==> src/rtl/stream_arb_pkg.sv <==
// Shared types, default widths and helpers for the stream round-robin arbiter.
package stream_arb_pkg;

  localparam int unsigned DEF_NUM_REQ    = 4;
  localparam int unsigned DEF_DATA_WIDTH = 8;

  // Index width for n items, never narrower than one bit.
  function automatic int unsigned idx_w(input int unsigned n);
    return (n <= 1) ? 32'd1 : 32'($clog2(n));
  endfunction

  // Packet-lock state: IDLE arbitrates freely, LOCKED pins the grant.
  typedef enum logic {
    IDLE   = 1'b0,
    LOCKED = 1'b1
  } lock_state_e;

endpackage

==> src/rtl/rr_arb_core.sv <==
// Combinational round-robin grant: first request at or after the pointer,
// or the locked index when a packet lock is active.
module rr_arb_core
  import stream_arb_pkg::*;
#(
  parameter  int unsigned NUM_REQ = DEF_NUM_REQ,
  localparam int unsigned SRC_W   = idx_w(NUM_REQ)
) (
  input  logic [NUM_REQ-1:0] req_i,
  input  logic [SRC_W-1:0]   ptr_i,
  input  logic               lock_i,
  input  logic [SRC_W-1:0]   lock_idx_i,
  output logic [NUM_REQ-1:0] grant_o,
  output logic [SRC_W-1:0]   grant_idx_o
);

  logic [SRC_W:0]   sum;
  logic [SRC_W-1:0] cand;
  logic             found;

  // Rotating priority search; the pointer is always < NUM_REQ so one wrap suffices.
  always_comb begin
    grant_o     = '0;
    grant_idx_o = '0;
    sum         = '0;
    cand        = '0;
    found       = 1'b0;
    if (lock_i) begin
      grant_o[lock_idx_i] = 1'b1;
      grant_idx_o         = lock_idx_i;
    end else begin
      for (int unsigned k = 0; k < NUM_REQ; k++) begin
        sum = {1'b0, ptr_i} + (SRC_W+1)'(k);
        if (sum >= (SRC_W+1)'(NUM_REQ)) begin
          sum = sum - (SRC_W+1)'(NUM_REQ);
        end
        cand = sum[SRC_W-1:0];
        if (!found && req_i[cand]) begin
          found         = 1'b1;
          grant_o[cand] = 1'b1;
          grant_idx_o   = cand;
        end
      end
    end
  end

endmodule

==> src/rtl/stream_rr_arbiter.sv <==
// Round-robin arbiter sharing one registered valid/ready output stream among
// NUM_REQ requesters, with a main+skid output stage so in_ready_o never
// depends combinationally on out_ready_i.
// Optional packet lock (in_last_i/out_last_o) is enabled with `define ARB_LOCK_EN.
module stream_rr_arbiter
  import stream_arb_pkg::*;
#(
  parameter  int unsigned NUM_REQ    = DEF_NUM_REQ,
  parameter  int unsigned DATA_WIDTH = DEF_DATA_WIDTH,
  localparam int unsigned SRC_W      = idx_w(NUM_REQ)
) (
  input  logic                          clk,
  input  logic                          rst,
  input  logic [NUM_REQ-1:0]            in_valid_i,
  output logic [NUM_REQ-1:0]            in_ready_o,
  input  logic [NUM_REQ*DATA_WIDTH-1:0] in_data_i,
`ifdef ARB_LOCK_EN
  input  logic [NUM_REQ-1:0]            in_last_i,
  output logic                          out_last_o,
`endif
  output logic                          out_valid_o,
  input  logic                          out_ready_i,
  output logic [DATA_WIDTH-1:0]         out_data_o,
  output logic [SRC_W-1:0]              out_src_o
);

  logic [NUM_REQ-1:0]    grant;
  logic [SRC_W-1:0]      gidx;
  logic [SRC_W-1:0]      ptr_q, ptr_d;
  logic [SRC_W-1:0]      ptr_next;
  logic                  lock_active;
  logic [SRC_W-1:0]      lock_idx;
  logic                  accept;
  logic                  advance;
  logic [DATA_WIDTH-1:0] sel_data;

  logic                  ready_q, ready_d;
  logic                  main_valid_q, main_valid_d;
  logic [DATA_WIDTH-1:0] main_data_q, main_data_d;
  logic [SRC_W-1:0]      main_src_q, main_src_d;
  logic                  skid_valid_q, skid_valid_d;
  logic [DATA_WIDTH-1:0] skid_data_q, skid_data_d;
  logic [SRC_W-1:0]      skid_src_q, skid_src_d;
  logic                  out_fire;

`ifdef ARB_LOCK_EN
  logic                  sel_last;
  logic                  main_last_q, main_last_d;
  logic                  skid_last_q, skid_last_d;
  lock_state_e           state_q, state_d;
  logic [SRC_W-1:0]      lock_idx_q, lock_idx_d;
`endif

  rr_arb_core #(
    .NUM_REQ (NUM_REQ)
  ) u_core (
    .req_i       (in_valid_i),
    .ptr_i       (ptr_q),
    .lock_i      (lock_active),
    .lock_idx_i  (lock_idx),
    .grant_o     (grant),
    .grant_idx_o (gidx)
  );

  // Ready is forced low during reset; otherwise only the granted, valid requester sees it.
  assign in_ready_o = rst ? '0 : (grant & in_valid_i & {NUM_REQ{ready_q}});
  assign accept     = |in_ready_o;
  assign out_fire   = main_valid_q & out_ready_i;
  assign ptr_next   = (gidx == SRC_W'(NUM_REQ - 1)) ? '0 : gidx + SRC_W'(1);

  // Payload mux of the granted requester.
  always_comb begin
    sel_data = '0;
    for (int i = 0; i < int'(NUM_REQ); i++) begin
      sel_data = sel_data | (in_data_i[i*DATA_WIDTH +: DATA_WIDTH] & {DATA_WIDTH{grant[i]}});
    end
  end

`ifdef ARB_LOCK_EN
  assign sel_last    = |(in_last_i & grant);
  assign lock_active = (state_q == LOCKED);
  assign lock_idx    = lock_idx_q;
  assign advance     = accept & sel_last;

  // Lock FSM next state: enter on a non-last accept, leave on the last beat.
  always_comb begin
    state_d    = state_q;
    lock_idx_d = lock_idx_q;
    case (state_q)
      IDLE: begin
        if (accept && !sel_last) begin
          state_d    = LOCKED;
          lock_idx_d = gidx;
        end
      end
      LOCKED: begin
        if (accept && sel_last) begin
          state_d = IDLE;
        end
      end
    endcase
  end

  // Lock FSM state register.
  always_ff @(posedge clk or posedge rst) begin
    if (rst) begin
      state_q    <= IDLE;
      lock_idx_q <= '0;
    end else begin
      state_q    <= state_d;
      lock_idx_q <= lock_idx_d;
    end
  end
`else
  assign lock_active = 1'b0;
  assign lock_idx    = '0;
  assign advance     = accept;
`endif

  // Pointer moves past the requester whose beat (or packet) just completed.
  always_comb begin
    ptr_d = ptr_q;
    if (advance) begin
      ptr_d = ptr_next;
    end
  end

  // Main/skid stage next state; skid fills only when main is stalled.
  always_comb begin
    main_valid_d = main_valid_q;
    main_data_d  = main_data_q;
    main_src_d   = main_src_q;
    skid_valid_d = skid_valid_q;
    skid_data_d  = skid_data_q;
    skid_src_d   = skid_src_q;
    ready_d      = ready_q;
`ifdef ARB_LOCK_EN
    main_last_d  = main_last_q;
    skid_last_d  = skid_last_q;
`endif
    if (out_fire) begin
      if (skid_valid_q) begin
        main_valid_d = 1'b1;
        main_data_d  = skid_data_q;
        main_src_d   = skid_src_q;
        skid_valid_d = 1'b0;
        skid_data_d  = '0;
        skid_src_d   = '0;
        ready_d      = 1'b1;
`ifdef ARB_LOCK_EN
        main_last_d  = skid_last_q;
        skid_last_d  = 1'b0;
`endif
      end else if (accept) begin
        main_valid_d = 1'b1;
        main_data_d  = sel_data;
        main_src_d   = gidx;
`ifdef ARB_LOCK_EN
        main_last_d  = sel_last;
`endif
      end else begin
        main_valid_d = 1'b0;
        main_data_d  = '0;
        main_src_d   = '0;
`ifdef ARB_LOCK_EN
        main_last_d  = 1'b0;
`endif
      end
    end else if (accept) begin
      if (!main_valid_q) begin
        main_valid_d = 1'b1;
        main_data_d  = sel_data;
        main_src_d   = gidx;
`ifdef ARB_LOCK_EN
        main_last_d  = sel_last;
`endif
      end else begin
        skid_valid_d = 1'b1;
        skid_data_d  = sel_data;
        skid_src_d   = gidx;
        ready_d      = 1'b0;
`ifdef ARB_LOCK_EN
        skid_last_d  = sel_last;
`endif
      end
    end
  end

  // Pointer, ready flag and main/skid registers.
  always_ff @(posedge clk or posedge rst) begin
    if (rst) begin
      ptr_q        <= '0;
      ready_q      <= 1'b1;
      main_valid_q <= 1'b0;
      main_data_q  <= '0;
      main_src_q   <= '0;
      skid_valid_q <= 1'b0;
      skid_data_q  <= '0;
      skid_src_q   <= '0;
`ifdef ARB_LOCK_EN
      main_last_q  <= 1'b0;
      skid_last_q  <= 1'b0;
`endif
    end else begin
      ptr_q        <= ptr_d;
      ready_q      <= ready_d;
      main_valid_q <= main_valid_d;
      main_data_q  <= main_data_d;
      main_src_q   <= main_src_d;
      skid_valid_q <= skid_valid_d;
      skid_data_q  <= skid_data_d;
      skid_src_q   <= skid_src_d;
`ifdef ARB_LOCK_EN
      main_last_q  <= main_last_d;
      skid_last_q  <= skid_last_d;
`endif
    end
  end

  assign out_valid_o = main_valid_q;
  assign out_data_o  = main_data_q;
  assign out_src_o   = main_src_q;
`ifdef ARB_LOCK_EN
  assign out_last_o  = main_last_q;
`endif

endmodule

==> config.mk <==
export PLATFORM = sky130hd
export DESIGN_NAME = stream_rr_arbiter
export DESIGN_NICKNAME = d
export VERILOG_FILES = /design/src/rtl/stream_arb_pkg.sv /design/src/rtl/rr_arb_core.sv /design/src/rtl/stream_rr_arbiter.sv
export SDC_FILE = /design/constraint.sdc
export NUM_CORES = 1
export LEC_CHECK = 0
export BUFFER_PORTS_ARGS = -buffer_cell sky130_fd_sc_hd__buf_4
export CAP_MARGIN = 20
export CORE_MARGIN = 5
export CORE_UTILIZATION = 59
export CTS_BUF_LIST = sky130_fd_sc_hd__clkbuf_16
export DETAILED_ROUTE_END_ITERATION = 8
export PLACE_DENSITY = 0.86
export SYNTH_ARGS = -nofsm -noshare
export SYNTH_HDL_FRONTEND = slang
export SYNTH_SLANG_ARGS = --single-unit
==> constraint.sdc <==
create_clock -name clk -period 6.4 [get_ports clk]
set_input_delay 0.96 -clock clk [delete_from_list [all_inputs] [get_ports clk]]
set_output_delay 0.96 -clock clk [all_outputs]
set_load 0.1 [all_outputs]
==> results.yml <==
worst_setup_path:
  critPathBufInv: 3
  cpPeakStageDelay_ns: 0.84
  slowest_stage: "dfrtp_1"
  required_ns: 5.44
  crit_path_start_kind: "flop"
  worstRegToRegCells: 9
  cp_common_cell: "inv_1"
  worstPathMaxFanout: 25
  rrSetupSlack_ns: 2.01
  worstSetupPathType: "reg2out"
  arrival_ns: 4.12
  cp_top_family: "flip-flops"
  cp_cell_sequence: "inv_1 > ha_1 > mux4_2 > or2_0 > a211oi_4 > o211ai_2 > inv_1 > buf_4"
  reg2reg_to: "out_data_o[5]$_DFFE_PP0P_"
  crit_path_end_kind: "primary output"
timing:
  fin_skew_ns: 0.00295
  fmax_ghz: 0.197
  period_share_pct: 79.4
  tightest_slew_ns: 0.961
  slew_headroom_pct: 35.8
  fin_ws_ns: 1.32
  setup_tns_ns: 0
  fin_crit_ns: 5.08
  drv_slew: 0
  finalSetupViolations: 0
  grt_setup_unrepaired: "no"
  hold_violations: 0
floorplanning:
  die_height_um: 74.1
  start_util_pct: 60.6
  die_area_mm2: 0.00549
  die_x_um: 74.1
  coreArea_mm2: 0.00400
  io_pins: 54
  placementRows: 23
routing:
  vias: 2406
  vias_per_cell: 6.93
  drt_iter0_drc: 380
  drc: 0
  drtPass1Iterations: 6
  wl_per_cell_um: 19.6
  antenna_left: 0
  routed_wl_um: 6810
grt:
  grt_max_degree: 26
  grt_pass1_wl_um: 10700
  grt_pass1_vias: 2190
  antenna_found_initial: 0
  overflow: 0
  track_usage_pct: 24.8
pwr:
  p_int_uw: 279
  power_frac_seq_pct: 42.2
  p_sw_share_pct: 25.5
  p_clk_share_pct: 36.7
  p_sw_uw: 95.7
  power.density_mw_per_mm2: 132
  finalPower_uw: 375
  p_leak_nw: 1.29
  p_comb_share_pct: 21.2
  peakVddDrop_v: 0.0000908
placed_design:
  gp_congestion: 0.892
  dpl_worst_slack_ns: 1.65
  portBuffers: 53
  postPlaceCellArea_mm2: 0.00277
  dp_hpwl_um: 4890
cells_and_area:
  drive_above_1_share_pct: 29.6
  n_antenna_cell: 0
  area_growth_pct: 17.4
  fin_nets: 345
  final_area_mm2: 0.00285
logic_synthesis:
  synth.distinct_cells: 61
  ys_ff_latch: 25
  synth_flop_cell: "dfrtp_1"
  synth_fp_nets: 308
  avgSynthCellArea_um2: 9.29
  yosysTopAreaCell: "dfrtp_1"
  yosys_warnings: 0
  ys_seq_area_share_pct: 25.9
  synth_area_mm2: 0.00242
  synth_most_common_cell: "dfrtp_1"
  synth_edf_count: 0
  async_reset_ff_share_pct: 100
  synthCells: 261
  synth_top_area_share_pct: 24.8
  synthTopCellsByCount: "dfrtp_1, inv_1, nand2_1"
  synth_area_leaders: "dfrtp_1, a222oi_1, a22o_1"
clock_network:
  post_cts_buffers: 0
  insertion_delay_ns: 0.26
  cts_resized: 0
  clkTransAtPathRegs_ns: 0.06
  cts_made_buffers: 3
  cts.sink_count: 25
  htree_levels: 1
  ctsHoldBuffers: 0
  cts_buffer_depth: 2
  cts_tree: "done"
  cts_root_buf: "clkbuf_16"
hold_path:
  min_path_type: "reg2reg"
  hold_path_end: "skid_data_q[4]$_DFFE_PP0P_"
  hold_path_depth: 1
  min_from: "skid_data_q[4]$_DFFE_PP0P_"
flow_run:
  drv_cap: 0
run_status:
  status: "complete, no violations"
-- layout make-up --
type                            count  area, um2
Multi-Input combinational cell    192       1590
Fill cell                         309       1150
Sequential cell                    25        627
Timing Repair Buffer               53        398
Inverter                           23       86.3
Clock buffer                        3       75.1
Tap cell                           50       62.6
Clock inverter                      1       5.00
-- stage by stage --
| step | hold WS (ns) | instances | util, % |
|---|---|---|---|
| after floorplan | 0.457 | 261 | - |
| after global placement | 0.476 | 343 | 69.2 |
| after detailed placement | 0.475 | 343 | 69.2 |
| after CTS | 0.493 | 347 | 71.2 |
| after global routing | 0.524 | 347 | 71.2 |
| final | 0.497 | 347 | 71.2 |
-- power groups by stage --
stage / combinational (mW) / sequential, mW / clock, mW
2_1_floorplan: 0.0460 / 0.161 / 0
3_3_place_gp: 0.0761 / 0.161 / 0
3_5_place_dp: 0.0777 / 0.161 / 0
4_1_cts: 0.0779 / 0.158 / 0.141
5_1_grt: 0.0845 / 0.158 / 0.147
6_report: 0.0794 / 0.158 / 0.138
-- worst max path at each step --
| stage | from | to | cells after the start |
|---|---|---|---|
| detailed placement | flop | in_ready_o[0] | 8 |
| global route | flop | in_ready_o[0] | 8 |
| floorplan | flop | in_ready_o[1] | 11 |
| CTS | flop | in_ready_o[0] | 8 |
| global placement | flop | in_ready_o[0] | 8 |
| finish | flop | in_ready_o[0] | 8 |
-- worst register-to-register path, delay by kind of cell (launching register included) --
kind / cells / cell delay, ns
AOI/OAI and AO/OA: 4 / 1.32
adders and majority gates: 1 / 0.55
buffers and inverters: 1 / 0.29
DFF: 1 / 0.84
muxes: 1 / 0.65
and+or+nand+nor: 2 / 0.62
-- sequential cells by signal (all words and copies together) (netlist names), named ones only --
signal        cells
out_valid_o       1
ptr_q             1
out_src_o         2
skid_valid_q      1
out_data_o        8
skid_src_q        2
skid_data_q       8
ready_q           1
-- metal layers --
metal  routed length [um]  vias up  part of all wire, %  GRT usage (%)
met5                    0        -                    0              0
met4                  147        0                  2.2           8.25
met3                  683       15                   10           4.59
met2                 3160      156                   46           38.7
met1                 2810     1140                   41           34.8
li1                     -     1095                    -              -
-- cell families (layout without fill, tap and decap cells) --
kind of cell | Yosys count | after routing | synth area share, %
AOI/OAI and AO/OA | 107 | 107 | 40.0
DFF | 25 | 25 | 25.9
and+or+nand+nor | 65 | 65 | 15.0
adders and majority gates | 8 | 8 | 4.13
buffers and inverters | 44 | 80 | 8.46
muxes | 10 | 10 | 5.83
xor gates and xnor gates | 2 | 2 | 0.723
-- placed cells by master, fill, tap and decap left out, types with 4 or more instances in the layout --
| master | instances |
|---|---|
| nor2b_1 | 7 |
| a21oi_1 | 9 |
| a22o_1 | 14 |
| nor3_1 | 7 |
| inv_1 | 23 |
| nor2_1 | 11 |
| nand2_1 | 16 |
| mux2i_1 | 4 |
| a222oi_1 | 13 |
| buf_4 | 53 |
| o2bb2ai_1 | 5 |
| o22ai_1 | 8 |
| a221oi_1 | 5 |
| a21o_1 | 5 |
| ha_1 | 8 |
| a221o_1 | 6 |
| a2111oi_2 | 4 |
| o21ai_0 | 7 |
| dfrtp_1 | 24 |
| and2_1 | 5 |
Note: power is estimated with default switching activity, not from simulation.
